File: config.mk
export PLATFORM = sky130hd
export DESIGN_NAME = mac_pipe_flat
export DESIGN_NICKNAME = d
export VERILOG_FILES = /design/src/rtl/mac_pipe_if.sv /design/src/rtl/mac_pipe.sv /design/src/flat_wrapper.sv
export SDC_FILE = /design/constraint.sdc
export NUM_CORES = 1
export LEC_CHECK = 0
export BUFFER_PORTS_ARGS = -buffer_cell sky130_fd_sc_hd__buf_2
export CELL_PAD_IN_SITES_DETAIL_PLACEMENT = 1
export CELL_PAD_IN_SITES_GLOBAL_PLACEMENT = 1
export CORE_UTILIZATION = 46
export DETAILED_ROUTE_END_ITERATION = 10
export PLACE_DENSITY_LB_ADDON = 0.08
export SYNTH_ARGS = -nofsm -noshare
export SYNTH_HDL_FRONTEND = slang
export SYNTH_SLANG_ARGS = --single-unit
File: constraint.sdc
create_clock -name clk -period 6.65 [get_ports clk]
set_clock_uncertainty 0.2 [all_clocks]
set_input_delay 0.9975 -clock clk [delete_from_list [all_inputs] [get_ports clk]]
set_output_delay 0.9975 -clock clk [all_outputs]
set_load 0.05 [all_outputs]
File: src/rtl/mac_pipe_if.sv
// mac_pipe_if: handshake and data bundle for the mac_pipe multiply-accumulate
// pipeline.
//
// Parameters mirror mac_pipe: A_SIZE, B_SIZE, C_SIZE, DATA_SIZE.
// Signals:
//   in_valid  / in_ready  : input handshake (A, B, C, mode qualified by in_valid)
//   A, B, C, mode         : operands, addend, 0 = per-sample, 1 = accumulate
//   out_valid / out_ready : output handshake (DATA_OUT, ovf qualified by out_valid)
//   DATA_OUT, ovf         : result and overflow flag
//   grp_cnt               : beats accumulated in the current mode-1 group
// Modports: master = stimulus / upstream+downstream side, slave = mac_pipe.
interface mac_pipe_if #(
  parameter int A_SIZE    = 8,
  parameter int B_SIZE    = 8,
  parameter int C_SIZE    = 16,
  parameter int DATA_SIZE = 20
) ();
  logic                 in_valid;
  logic                 in_ready;
  logic [A_SIZE-1:0]    A;
  logic [B_SIZE-1:0]    B;
  logic [C_SIZE-1:0]    C;
  logic                 mode;
  logic                 out_valid;
  logic                 out_ready;
  logic [DATA_SIZE-1:0] DATA_OUT;
  logic                 ovf;
  logic [7:0]           grp_cnt;

  modport master (
    output in_valid, A, B, C, mode, out_ready,
    input  in_ready, out_valid, DATA_OUT, ovf, grp_cnt
  );

  modport slave (
    input  in_valid, A, B, C, mode, out_ready,
    output in_ready, out_valid, DATA_OUT, ovf, grp_cnt
  );
endinterface

File: src/rtl/mac_pipe.sv
// mac_pipe: three-stage unsigned multiply-accumulate pipeline.
//   S1 registers A, B, C, mode; S2 registers the full-width product A*B with
//   delayed C/mode; S3 adds and drives the registered outputs.
//   mode 0 : DATA_OUT = A*B + C, one result per accepted beat.
//   mode 1 : ACC_LEN beats form a group; first beat loads A*B + C, later beats
//            add A*B (C ignored); one result on the last beat of the group.
//   A single advance enable stalls every stage while a result is waiting on
//   out_ready; in_ready equals that enable.
//   DATA_SIZE must be >= max(A_SIZE+B_SIZE, C_SIZE).
//
// Ports:
//   clk   : clock, all state on rising edge
//   rst_n : asynchronous active-low reset
//   bus   : mac_pipe_if.slave (in_valid/in_ready, A, B, C, mode,
//           out_valid/out_ready, DATA_OUT, ovf, grp_cnt)
//
// Build option: define MAC_PIPE_SAT_EN to saturate DATA_OUT (and the group
// accumulator) at 2^DATA_SIZE-1 on overflow; otherwise results wrap.
module mac_pipe #(
  parameter int A_SIZE    = 8,
  parameter int B_SIZE    = 8,
  parameter int C_SIZE    = 16,
  parameter int DATA_SIZE = 20,
  parameter int ACC_LEN   = 4
) (
  input logic       clk,
  input logic       rst_n,
  mac_pipe_if.slave bus
);
  localparam int         P_SIZE   = A_SIZE + B_SIZE;
  localparam int         S_SIZE   = DATA_SIZE + 1;
  localparam logic [7:0] LAST_CNT = 8'(ACC_LEN - 1);

  logic                 en_s;

  logic                 s1_valid_r;
  logic [A_SIZE-1:0]    s1_a_r;
  logic [B_SIZE-1:0]    s1_b_r;
  logic [C_SIZE-1:0]    s1_c_r;
  logic                 s1_mode_r;

  logic                 s2_valid_r;
  logic [P_SIZE-1:0]    s2_prod_r;
  logic [C_SIZE-1:0]    s2_c_r;
  logic                 s2_mode_r;

  logic [DATA_SIZE-1:0] acc_r;
  logic                 grp_ovf_r;
  logic [7:0]           grp_cnt_r;
  logic                 out_valid_r;
  logic [DATA_SIZE-1:0] data_out_r;
  logic                 ovf_r;

  logic                 first_s;
  logic                 last_s;
  logic [S_SIZE-1:0]    base_s;
  logic [S_SIZE-1:0]    sum_s;
  logic                 grp_ovf_s;
  logic [DATA_SIZE-1:0] res_s;

  // The whole pipeline only stalls when a result is held for downstream.
  assign en_s          = !(out_valid_r && !bus.out_ready);
  assign bus.in_ready  = en_s;
  assign bus.out_valid = out_valid_r;
  assign bus.DATA_OUT  = data_out_r;
  assign bus.ovf       = ovf_r;
  assign bus.grp_cnt   = grp_cnt_r;

  // Stage 1: capture the input beat (in_valid doubles as the stage valid).
  always_ff @(posedge clk or negedge rst_n) begin
    if (!rst_n) begin
      s1_valid_r <= 1'b0;
      s1_a_r     <= '0;
      s1_b_r     <= '0;
      s1_c_r     <= '0;
      s1_mode_r  <= 1'b0;
    end else if (en_s) begin
      s1_valid_r <= bus.in_valid;
      s1_a_r     <= bus.A;
      s1_b_r     <= bus.B;
      s1_c_r     <= bus.C;
      s1_mode_r  <= bus.mode;
    end
  end

  // Stage 2: full-width product plus delayed addend and mode.
  always_ff @(posedge clk or negedge rst_n) begin
    if (!rst_n) begin
      s2_valid_r <= 1'b0;
      s2_prod_r  <= '0;
      s2_c_r     <= '0;
      s2_mode_r  <= 1'b0;
    end else if (en_s) begin
      s2_valid_r <= s1_valid_r;
      s2_prod_r  <= P_SIZE'(s1_a_r) * P_SIZE'(s1_b_r);
      s2_c_r     <= s1_c_r;
      s2_mode_r  <= s1_mode_r;
    end
  end

  // Stage 3 datapath: pick the addend, add with carry, fold in sticky overflow.
  always_comb begin
    // A mode-0 beat always starts fresh, discarding any partial group.
    first_s = (grp_cnt_r == 8'd0) || !s2_mode_r;
    last_s  = (grp_cnt_r == LAST_CNT);
    if (first_s) begin
      base_s = S_SIZE'(s2_c_r);
    end else begin
      base_s = S_SIZE'(acc_r);
    end
    sum_s = S_SIZE'(s2_prod_r) + base_s;
    if (first_s) begin
      grp_ovf_s = sum_s[DATA_SIZE];
    end else begin
      grp_ovf_s = sum_s[DATA_SIZE] | grp_ovf_r;
    end
`ifdef MAC_PIPE_SAT_EN
    // Once the group has overflowed, the result and the accumulator pin at max.
    if (grp_ovf_s) begin
      res_s = {DATA_SIZE{1'b1}};
    end else begin
      res_s = sum_s[DATA_SIZE-1:0];
    end
`else
    res_s = sum_s[DATA_SIZE-1:0];
`endif
  end

  // Stage 3 state: accumulator, group counter and registered outputs.
  always_ff @(posedge clk or negedge rst_n) begin
    if (!rst_n) begin
      acc_r       <= '0;
      grp_ovf_r   <= 1'b0;
      grp_cnt_r   <= 8'd0;
      out_valid_r <= 1'b0;
      data_out_r  <= '0;
      ovf_r       <= 1'b0;
    end else if (en_s) begin
      if (s2_valid_r) begin
        if (!s2_mode_r || last_s) begin
          out_valid_r <= 1'b1;
          data_out_r  <= res_s;
          ovf_r       <= grp_ovf_s;
          grp_cnt_r   <= 8'd0;
          acc_r       <= '0;
          grp_ovf_r   <= 1'b0;
        end else begin
          out_valid_r <= 1'b0;
          acc_r       <= res_s;
          grp_ovf_r   <= grp_ovf_s;
          grp_cnt_r   <= grp_cnt_r + 8'd1;
        end
      end else begin
        out_valid_r <= 1'b0;
      end
    end
  end
endmodule

File: src/flat_wrapper.sv
// flat-port wrapper written by rule: the top's interface ports become plain ports
module mac_pipe_flat 
#(
  parameter int A_SIZE    = 8,
  parameter int B_SIZE    = 8,
  parameter int C_SIZE    = 16,
  parameter int DATA_SIZE = 20,
  parameter int ACC_LEN   = 4
)
  (clk, rst_n, bus_in_valid, bus_A, bus_B, bus_C, bus_mode, bus_out_ready, bus_in_ready, bus_out_valid, bus_DATA_OUT, bus_ovf, bus_grp_cnt);
  mac_pipe_if #(.A_SIZE(A_SIZE), .B_SIZE(B_SIZE), .C_SIZE(C_SIZE), .DATA_SIZE(DATA_SIZE)) bus_i ();
  input logic clk;
  input logic rst_n;
  input wire logic [$bits(bus_i.in_valid)-1:0] bus_in_valid;
  input wire logic [$bits(bus_i.A)-1:0] bus_A;
  input wire logic [$bits(bus_i.B)-1:0] bus_B;
  input wire logic [$bits(bus_i.C)-1:0] bus_C;
  input wire logic [$bits(bus_i.mode)-1:0] bus_mode;
  input wire logic [$bits(bus_i.out_ready)-1:0] bus_out_ready;
  output wire logic [$bits(bus_i.in_ready)-1:0] bus_in_ready;
  output wire logic [$bits(bus_i.out_valid)-1:0] bus_out_valid;
  output wire logic [$bits(bus_i.DATA_OUT)-1:0] bus_DATA_OUT;
  output wire logic [$bits(bus_i.ovf)-1:0] bus_ovf;
  output wire logic [$bits(bus_i.grp_cnt)-1:0] bus_grp_cnt;
  assign bus_i.in_valid = bus_in_valid;
  assign bus_i.A = bus_A;
  assign bus_i.B = bus_B;
  assign bus_i.C = bus_C;
  assign bus_i.mode = bus_mode;
  assign bus_i.out_ready = bus_out_ready;
  assign bus_in_ready = bus_i.in_ready;
  assign bus_out_valid = bus_i.out_valid;
  assign bus_DATA_OUT = bus_i.DATA_OUT;
  assign bus_ovf = bus_i.ovf;
  assign bus_grp_cnt = bus_i.grp_cnt;
  mac_pipe #(.A_SIZE(A_SIZE), .B_SIZE(B_SIZE), .C_SIZE(C_SIZE), .DATA_SIZE(DATA_SIZE), .ACC_LEN(ACC_LEN)) u_core (.clk(clk), .rst_n(rst_n), .bus(bus_i));
endmodule
# Yosys cells after proc, flatten, opt, wreduce, memory -nomap -nowiden

Cells that the tools add are included.

Flip-flop bits (word level): 119
Logic and storage cells: 37

Reduce and logical (&&, ||, !) cells: 9
$add $sub $neg: 2
Eq/ne operators: 1
Bitwise operators: 2
$mul: 1
Multiplexer cells: 7

Operators by type and width:

| operator                                                              | count |
|---|---|
| 20-bit two-way mux                                                    | 2 |
| 16-bit by 20-bit adder with 21-bit output                             | 1 |
| 8-bit by 8-bit multiplier with 16-bit output                          | 1 |
| 8-bit by 1-bit adder with 8-bit output, second input constant         | 1 |
| 8-bit by 2-bit equality test with 1-bit output, second input constant | 1 |
| 8-bit logical NOT                                                     | 1 |
| 8-bit two-way mux                                                     | 1 |
| 1-bit two-way mux                                                     | 4 |
| 1-bit logical NOT                                                     | 3 |
| 3-bit AND reduction                                                   | 1 |
| 1-bit logical OR                                                      | 2 |
| 2-bit AND reduction                                                   | 1 |
| 1-bit logical AND                                                     | 1 |
| 1-bit inverter                                                        | 1 |
| 1-bit OR                                                              | 1 |

# Logic depth before layout (Yosys ltp)

Gate-level depths: netlist of the first run.

Depth in word-level cells: 7
Depth in mapped cells: 17
Depth with buffers taken out: 16

# Worst setup path after synthesis of the first run

No wires, ideal clock.

Kind: register to register
Start point: reg u_core.s1_b_r[7]
End point: reg u_core.s2_prod_r[13]
Path buffers: 0
Required time: 6355 ps
Path slack: 2357 ps
Stages on the path, launching flop included: 16
Setup time: 95 ps
Data arrival time: 3998 ps
Cell sequence: dfrtp_1 > nand2_1 > fa_1 > fa_1 > inv_1 > fa_1 > inv_1 > fa_1 > inv_1 > ha_1 > o21a_1 > o31a_1 > o211a_1 > o21a_1 > o21a_1 > o31ai_1

Cells in the longest elaborated chain, start to end: 1

RTL lines:

| element                                      | RTL line       | source |
|---|---|---|
| start: declaration                           | mac_pipe.sv:38 | `logic [B_SIZE-1:0] s1_b_r;` |
| start signal: assignment                     | mac_pipe.sv:80 | `s1_b_r <= bus.B;` |
| 8-bit by 8-bit multiplier with 16-bit output | mac_pipe.sv:95 | `s2_prod_r <= P_SIZE'(s1_a_r) * P_SIZE'(s1_b_r);` |
| end signal: assignment                       | mac_pipe.sv:95 |  |
| end: declaration                             | mac_pipe.sv:43 | `logic [P_SIZE-1:0] s2_prod_r;` |

Every way passes these cells.
A chain may end at the register's enable or synchronous reset.

# Worst setup path in the final report of the first run

Start point: reg u_core.s1_b_r[6]
End point: reg u_core.s2_prod_r[13]

Same word-level chain as after synthesis.

==> results by group, run 1 <==
Outcome
  – Outcome: finished, final reports clean

Route
  – Post-route antenna net violation count: 0
  – Vias/cell: 5.38
  – DR WL/cell: 17.8 um
  – Vias: 6464
  – Pre-antenna DRT Iters: 4
  – Residual DRC count: 0
  – Final wirelength: 21.3 mm
  – DRT iter0 DRCs: between 300 and 400

Timing
  – Smallest hold slack: 267 ps
  – Final setup vio count: 0
  – Achievable frequency: 215 MHz
  – Worst slew pin tran: approximately 840 ps
  – Unrepaired setup endpoints after global routing: false
  – Max Slew Vio Count: 0
  – Max_slew headroom: 0.440
  – Setup TNS: 0 ps
  – Fin crit period: roughly 4600 ps
  – Period utilization: 0.698
  – Endpoints failing hold: 0

Clocking
  – CTS tree: built
  – Root Buffer: clkbuf_16
  – CTS H-tree depth: 4
  – Worst skew pair latency: 430 ps
  – Number of hold buffers added after cts: 0
  – Clock Tree Buf Depth: 2
  – PostCTS Resize Cnt: 0
  – CTS sink cnt: 119
  – Clock Pin Slew Worst Setup and Hold Paths: 70 ps
  – Postcts setup bufs: 0
  – Cts bufs inserted: 17

Job
  – Maxcap violations: 0

Synth
  – Post-synth top cells: nand2_1, dfrtp_1, inv_1
  – Top cells by area, synth: dfrtp_1, nand2_1, fa_1, ha_1, and2_1
  – Synth unique cells: 64
  – Cell Area, Synth: 7860 um2
  – Average size of a mapped cell: about 8.6 um2
  – Sequential area share after synthesis: 0.379
  – EDFF count, synth: 0
  – Synth Net Count: between 1000 and 1500
  – YS warnings: 0
  – Proportion of netlist area held by the largest area contributor: 0.379
  – Most used DFF post-synth: dfrtp_1
  – Ys async rst share: 1.00
  – Cell count after synthesis: 909
  – Synthesis-stage register bit count: 119
  – Most frequent cell after synthesis: nand2_1
  – Cell taking the most area after synthesis: dfrtp_1

Die
  – Chip width: about 130 um
  – Num rows: 47
  – Die ar.: 17600 um2
  – Total core area: 16600 um2
  – Initial Util: 0.472
  – Die Span Y: around 130 um
  – IO Count: 68

Final layout
  – N_diodes: 0
  – Synth-to-layout area growth: 14.4%
  – Share of layout cells above drive strength 1: 0.125
  – Layout Nets: 1096

Setup path
  – Critical path type: reg -> reg
  – Worst path cell trace: nand2_1, fa_1, fa_1, inv_1, fa_1, inv_1, fa_1, inv_1, ha_1, o21a_1, o31a_1, o211a_1, o21a_1, o21a_1, o31ai_1
  – CP Max Fanout: 9
  – Slowest cell on the critical path: fa_1
  – Worst EP required: 6770 ps
  – Critical Path Max Stage Delay: 550 ps
  – Most frequent CP cell: fa_1
  – Crit path DAT: 4760 ps
  – Crit start category: flip-flop
  – Worst setup EP type: flip-flop

Global route
  – First-pass GRT wire length: roughly 35 mm
  – Initial antenna violation count: 0
  – GRT Resource Usage Total: 0.259
  – Number of global-route vias before repair: 6868
  – Largest net degree at the start of global routing: slightly below 70
  – Gr ovfl total: 0

Placement
  – HPWL after DPL: roughly 16 mm
  – Buffers on Ports: 67
  – Placer Congestion: 0.858

Min path
  – Worst Hold Class: reg -> reg
## layer usage
metal  vias up  part of all wire  GRT usage  wire length (um)
met5         -                 0          0                 0
met4         0             0.025      0.102               538
met3        30             0.037     0.0418               781
met2       122              0.46      0.410              9840
met1      3203              0.48      0.356             10200
li1       3109                 -          -                 -
## worst paths after layout
kind / from / to / slack (ps) / cells after the start
max in group asynchronous: rst_n / u_core.s1_a_r[0] / 4510 / 2
worst max register to register: u_core.s1_b_r[6] / u_core.s2_prod_r[13] / 2010 / 15
worst min register to register: u_core.s1_c_r[9] / u_core.s2_c_r[9] / 270 / 2
worst max-delay path: u_core.s1_b_r[6] / u_core.s2_prod_r[13] / 2010 / 15
min in group asynchronous: rst_n / u_core.bus.DATA_OUT[16] / 430 / 1
worst min-delay path: u_core.s1_c_r[9] / u_core.s2_c_r[9] / 270 / 2
## cell usage in the layout (no fill, tap or decap), drive strengths merged, types with 18 or more instances in the layout
| cell type | netlist | routed |
|---|---|---|
| o21ai | 49 | 49 |
| dfrtp | 119 | 119 |
| clkbuf | 23 | 18 |
| inv | 64 | 73 |
| fa | 37 | 37 |
| and2 | 49 | 49 |
| buf | 10 | 73 |
| ha | 54 | 54 |
| nand2 | 300 | 300 |
| a21oi | 26 | 26 |
| nor2 | 25 | 25 |
## stage by stage
step	cells	utilization	instance area [um2]	worst slack [ps]
after floorplan	909	-	7860	2360
after global placement	1169	0.505	8400	2180
after detailed placement	1169	0.505	8400	1980
after CTS	1201	0.540	8990	1970
after global routing	1201	0.540	8990	1820
final	1201	0.540	8990	2010
## cell type report
cell class	count	area [um2]
Multi-Input combinational cell	693	4520
Clock buffer	18	439
Tap cell	220	275
Clock inverter	14	154
Timing Repair Buffer	73	383
Sequential cell	119	2980
Fill cell	2007	7650
Inverter	64	240
## registers in the layout (all words and copies together) (netlist names), 8 cells and up
signal	cells
u_core.s2_c_r	16
u_core.bus.DATA_OUT	20
u_core.s1_a_r	8
u_core.s2_prod_r	16
u_core.s1_b_r	8
u_core.s1_c_r	16
u_core.bus.grp_cnt	8
u_core.acc_r	20
## worst max-delay path, delay by kind of cell, from the launching register on
kind	cells	cell delay, ps
DFF	1	490
AOI/OAI and AO/OA	6	1090
buffers and inverters	3	170
and+or+nand+nor	1	130
adders and majority gates	5	2460
## cells by family after synthesis
group                    share of synthesized area
adder cells (fa/ha/maj)                      0.180
flip-flops                                   0.379
XOR/XNOR                                    0.0267
AND/OR/NAND/NOR                              0.237
AO/OA/AOI/OAI                                0.129
buffers and inverters                       0.0482
Power of run 1 is not shown: default switching activity piles up to over one toggle a cycle in this logic, so the estimate is an artifact.
==> run 2, diff against run 1 <==
--- a/config.mk
+++ b/config.mk
@@ -8,7 +8,7 @@
 export BUFFER_PORTS_ARGS = -buffer_cell sky130_fd_sc_hd__buf_2
 export CELL_PAD_IN_SITES_DETAIL_PLACEMENT = 1
 export CELL_PAD_IN_SITES_GLOBAL_PLACEMENT = 1
-export CORE_UTILIZATION = 46
+export CORE_UTILIZATION = 42
 export DETAILED_ROUTE_END_ITERATION = 10
 export PLACE_DENSITY_LB_ADDON = 0.08
 export SYNTH_ARGS = -nofsm -noshare
==> constraint.sdc (replaced) <==
create_clock -name clk -period 3.85 [get_ports clk]
set_clock_uncertainty 0.2 [all_clocks]
set_input_delay 0.5775 -clock clk [delete_from_list [all_inputs] [get_ports clk]]
set_output_delay 0.5775 -clock clk [all_outputs]
set_load 0.05 [all_outputs]
==> run 2 against run 1 <==
Net effect:
- the run now ends with DRC, setup timing left
- non-clock buffer count increased by 100
- first-iteration DRC count shrank 34%
- utilization up 3.2 points
- via count rose by 6.5%
- die area rose by 9.4%
- routed wire length up 13%
- sequential share of layout area decreased by 4.3 points
- worst setup slack worse by 2400 ps
- cell area is 16% higher
- critical path type unchanged
==> results by group, run 2 (synthesis results as in run 1) <==
Timing
  – Setup slack after layout: -405 ps
  – Achievable frequency: 235 MHz
  – Max Slew Vio Count: 0
  – Period utilization: 1.11
  – Max_slew headroom: 0.534
  – Final setup vio count: 9
  – Worst slew pin tran: between 600 and 700 ps
  – Fin crit period: 4250 ps
  – Endpoints failing hold: 0
  – Unrepaired setup endpoints after global routing: true

Placement
  – Placer Congestion: slightly above 0.9
  – HPWL after DPL: 17.6 mm
  – Place WS: -457 ps
  – Dpl cell area: 9050 um2
  – Buffers on Ports: 67

Clocking
  – CTS tree: built
  – CTS H-tree depth: 4
  – Cts bufs inserted: 17
  – Root Buffer: clkbuf_16
  – CTS sink cnt: 119
  – Worst skew pair latency: between 400 and 500 ps
  – Clock Tree Buf Depth: 2
  – Clock Pin Slew Worst Setup and Hold Paths: roughly 70 ps

Die
  – Die Span Y: ~140 um
  – Chip width: 139 um
  – Initial Util: 0.433
  – Die ar.: 19300 um2
  – Num rows: 49
  – IO Count: 68
  – Total core area: 18100 um2

Route
  – Vias/cell: 5.26
  – Final wirelength: 24.2 mm
  – DRT iter0 DRCs: about 200
  – Post-route antenna net violation count: 0
  – DR WL/cell: 18.5 um
  – Pre-antenna DRT Iters: 7
  – Residual DRC count: 6
  – Vias: ~6900

Global route
  – Gr ovfl total: 0
  – Number of global-route vias before repair: 7458
  – Met2 usage: 0.428
  – Largest net degree at the start of global routing: 68
  – Grt met3 use: 0.0490
  – First-pass GRT wire length: 38.9 mm
  – Initial antenna violation count: 2
  – GR peak layer: met2
  – GRT Resource Usage Total: 0.259
  – Met1 GRT Util: 0.349

Setup path
  – Slowest cell on the critical path: fa_1
  – Crit path DAT: ~4400 ps
  – CP Max Fanout: 6
  – Family with the most delay on the worst path: adder cells
  – Worst EP required: roughly 4000 ps
  – Most frequent CP cell: fa_1
  – Critical path type: reg -> reg
  – Worst path cell trace: buf_6, and2_4, fa_1, fa_1, fa_1, inv_1, fa_1, inv_2, ha_4, nor2_2, nand2_1, o211a_1, o21a_1, o21a_1, o31ai_1
  – Worst path buffer plus inverter count: 3
  – Crit start category: flip-flop
  – Worst setup EP type: flip-flop
  – Critical Path Max Stage Delay: ~500 ps

Final layout
  – Synth-to-layout area growth: 32.2%
  – N_diodes: 0
  – Final core occ: 0.572
  – Final Instance Area: 10400 um2
  – Share of layout cells above drive strength 1: 0.298
  – Fill cells: 2126
  – Sequential standard cell area: 2990 um2
  – Most common cell after layout, fill and taps aside: nand2_1
  – Layout Nets: 1196
  – Commonest cells after routing, fill and taps aside: nand2_1, dfrtp_1, buf_4
  – Multi-input logic area: between 5000 and 6000 um2

Min path
  – Worst Hold Class: in -> reg

Job
  – Maxcap violations: 0

Outcome
  – Outcome: complete, but fails checks
  – Failing checks: DRC, setup timing
==> run 2: changes by cell type in the layout (fill, tap and decap cells not counted), sizes merged <==
cell	change
inv	+2
clkinv	-1
dlygate4sd3	+1
buf	+98
==> run 2: metal layers <==
metal / wire [um] / vias to the layer above
met2: 11600 / 113
met3: 841 / 30
li1: - / 3301
met1: 11400 / 3441
met4: 405 / 2
met5: 12 / -
==> run 2: final cells by class <==
class                      count  area share
tap                          229      0.0276
sequential                   119       0.288
timing repair buffer         173       0.116
multi-input combinational    693       0.489
clock buffer                  17      0.0409
inverter                      64      0.0231
clock inverter                15      0.0148
==> run 2: timing repair <==
| action | 4_1_cts | 5_1_grt |
|---|---|---|
| endpoints found under the hold margin | 29 | 0 |
| endpoints found under the setup margin | 11 | 28 |
| hold buffers | 1 | 0 |
| gates cloned | 0 | 1 |
| buffers inserted | 6 | 20 |
| resized for setup | 38 | 84 |
| pin swaps | 17 | 40 |
==> run 2: final timing paths <==
kind / start / to / slack (ps) / depth (start not counted)
setup / recovery: u_core.s1_a_r[1] / u_core.s2_prod_r[13] / -400 / 15
setup reg to reg: u_core.s1_a_r[1] / u_core.s2_prod_r[13] / -400 / 15
max in group asynchronous: rst_n / u_core.s2_c_r[4] / 2160 / 3
hold / removal: bus_A[6] / u_core.s1_a_r[6] / 140 / 3
min in group asynchronous: rst_n / u_core.s2_prod_r[13] / 460 / 2
hold reg to reg: u_core.s1_c_r[6] / u_core.s1_c_r[6] / 270 / 2
==> run 2: per-stage QoR <==
stage               hold WS (ps)  std cells  setup TNS [ps]
floorplan                   81.9        909            -367
global route                 147       1310           -4050
detailed placement           260       1250           -3300
finish                       139       1310           -2590
global placement             250       1250           -2730
CTS                          126       1289           -2370
==> run 2: worst register-to-register path: cells and delay by family, from the launching register on <==
family / cells / cell delay, ps
buffers and inverters: 3 / 230
adder cells (fa/ha/maj): 5 / 2150
flip-flops: 1 / 460
AND/OR/NAND/NOR: 3 / 340
AO/OA/AOI/OAI: 4 / 780
Power of run 2 is left out for the same reason.
==> run 3, diff against run 2 <==
--- a/config.mk
+++ b/config.mk
@@ -8,6 +8,7 @@
 export BUFFER_PORTS_ARGS = -buffer_cell sky130_fd_sc_hd__buf_2
 export CELL_PAD_IN_SITES_DETAIL_PLACEMENT = 1
 export CELL_PAD_IN_SITES_GLOBAL_PLACEMENT = 1
+export CORE_ASPECT_RATIO = 0.75
 export CORE_UTILIZATION = 42
 export DETAILED_ROUTE_END_ITERATION = 10
 export PLACE_DENSITY_LB_ADDON = 0.08
==> run 3 against run 2 <==
Net effect:
- via count up 3.3%
- the flow finishes with violations (hold timing, setup timing)
- critical path depth is the same
- largest cell class unchanged
- register-to-register slack worse by 60 ps
- utilization increased by 1.3 points
- cell area rose by 1.4%
- count of clock-buffer cells in the layout increased by 2
- die area is essentially flat
==> results by group, run 3 (synthesis results as in run 1) <==
Clocking
  – CTS sink cnt: roughly 120
  – Number of hold buffers added after cts: 0
  – CTS H-tree depth: 4
  – Clock Tree Buf Depth: 2
  – CTS tree: built
  – Worst skew pair latency: 430 ps
  – Cts bufs inserted: 17
  – Root Buffer: clkbuf_16
  – Clock Pin Slew Worst Setup and Hold Paths: 60 ps

Timing
  – Setup slack after layout: -469 ps
  – Worst slew pin tran: between 700 and 800 ps
  – Unrepaired setup endpoints after global routing: true
  – Endpoints failing hold: 3
  – Final setup vio count: 11
  – Smallest hold slack: -9.53 ps
  – Fin crit period: 4320 ps
  – Period utilization: 1.12
  – Achievable frequency: 232 MHz
  – Max_slew headroom: 0.509
  – Max Slew Vio Count: 0

Final layout
  – Most common cell after layout, fill and taps aside: nand2_1
  – Fill cells: 2104
  – Layout Nets: 1201
  – Commonest cells after routing, fill and taps aside: nand2_1, dfrtp_1, buf_4
  – Synth-to-layout area growth: 33.9%
  – N_diodes: 0
  – Share of layout cells above drive strength 1: 0.320

Setup path
  – Crit path DAT: ~4500 ps
  – RR Startpoint: u_core.s1_b_r[6]
  – Critical path type: reg -> reg
  – Crit start category: flip-flop
  – CP Max Fanout: 6
  – CP startpoint: u_core.s1_b_r[6]
  – Worst EP required: 3980 ps
  – Worst setup EP type: flip-flop

Route
  – Post-route antenna net violation count: 0
  – Vias/cell: 5.36
  – Pre-antenna DRT Iters: 5
  – DRT iter0 DRCs: 405
  – Final wirelength: 26.1 mm
  – DR WL/cell: 19.6 um
  – Vias: 7114
  – Residual DRC count: 0

Placement
  – Place WS: -492 ps
  – Placer Congestion: 0.929
  – Buffers on Ports: 67
  – HPWL after DPL: between 15 and 20 mm

Die
  – IO Count: 68
  – Chip width: 160 um
  – Die Span Y: 120 um
  – Die ar.: 19300 um2
  – Num rows: 42
  – Initial Util: 0.437
  – Total core area: 18000 um2

Global route
  – Largest net degree at the start of global routing: 68
  – Number of global-route vias before repair: 7786
  – Gr ovfl total: 0
  – Initial antenna violation count: 0
  – GRT Resource Usage Total: 0.275
  – First-pass GRT wire length: 40.8 mm

Outcome
  – Outcome: complete, but fails checks
  – Failing checks: hold timing, setup timing

Min path
  – Worst Hold Class: in -> async

Job
  – Maxcap violations: 0
-- run 3: cell types whose count changed in the layout (fill, tap and decap cells not counted), moves of 4 or more --
cell,change
clkinv_4,+6
buf_4,+7
nand2_4,+4
nand2_1,-7
a21oi_2,-4
inv_6,-6
-- run 3: cell type report --
type	instances	area (um2)	area share
Tap cell	242	303	0.0288
Clock buffer	19	453	0.0430
Inverter	64	240	0.0228
Clock inverter	13	123	0.0116
Sequential cell	119	3000	0.284
Multi-Input combinational cell	693	5190	0.493
Timing Repair Buffer	178	1230	0.117
-- run 3: worst max-delay path, cell delays in order (launching register included) --
cell,delay [ps]
dfrtp_2,440
nand2_1,100
fa_1,500
fa_1,580
inv_2,50
fa_1,470
inv_1,50
fa_1,490
inv_2,50
ha_4,230
o21a_1,100
o31a_1,160
o211a_1,240
o21a_1,210
o21a_1,180
o31ai_1,180
-- run 3: metal layers --
| layer | track usage | wire, um |
|---|---|---|
| met1 | 0.380 | 11700 |
| met2 | 0.441 | 12500 |
| met3 | 0.0576 | 1420 |
| met4 | 0.0732 | 455 |
| met5 | 0 | 0 |
-- run 3: worst paths after layout --
path                       slack (ps)  cells past startpoint                   end
max                              -470                     15  u_core.s2_prod_r[13]
min                               -10                      1   u_core.s2_prod_r[2]
max reg2reg                      -470                     15  u_core.s2_prod_r[13]
min reg2reg                       270                      2     u_core.s1_c_r[13]
max in group asynchronous        2620                      2       u_core.acc_r[0]
min in group clk                  150                      3     u_core.s1_c_r[12]
-- run 3: timing repair --
| item | in CTS | in global routing |
|---|---|---|
| setup endpoints to repair | 28 | 33 |
| buffers inserted | 18 | 14 |
| cloned | 0 | 0 |
| pin swaps | 25 | 49 |
| gates resized for setup | 63 | 88 |
-- run 3: per-stage QoR --
stage	TNS [ps]	hold slack [ps]	utilization	cells	cell area, um2
6_report	-2950	-9.53	0.586	1328	10500
5_1_grt	-4450	25.3	0.586	1328	10500
4_1_cts	-2610	25.1	0.558	1316	10000
3_5_place_dp	-4600	257	0.506	1266	9100
3_3_place_gp	-2690	253	0.506	1266	9100
2_1_floorplan	-367	81.9	-	909	7980
Power of run 3 is left out for the same reason.
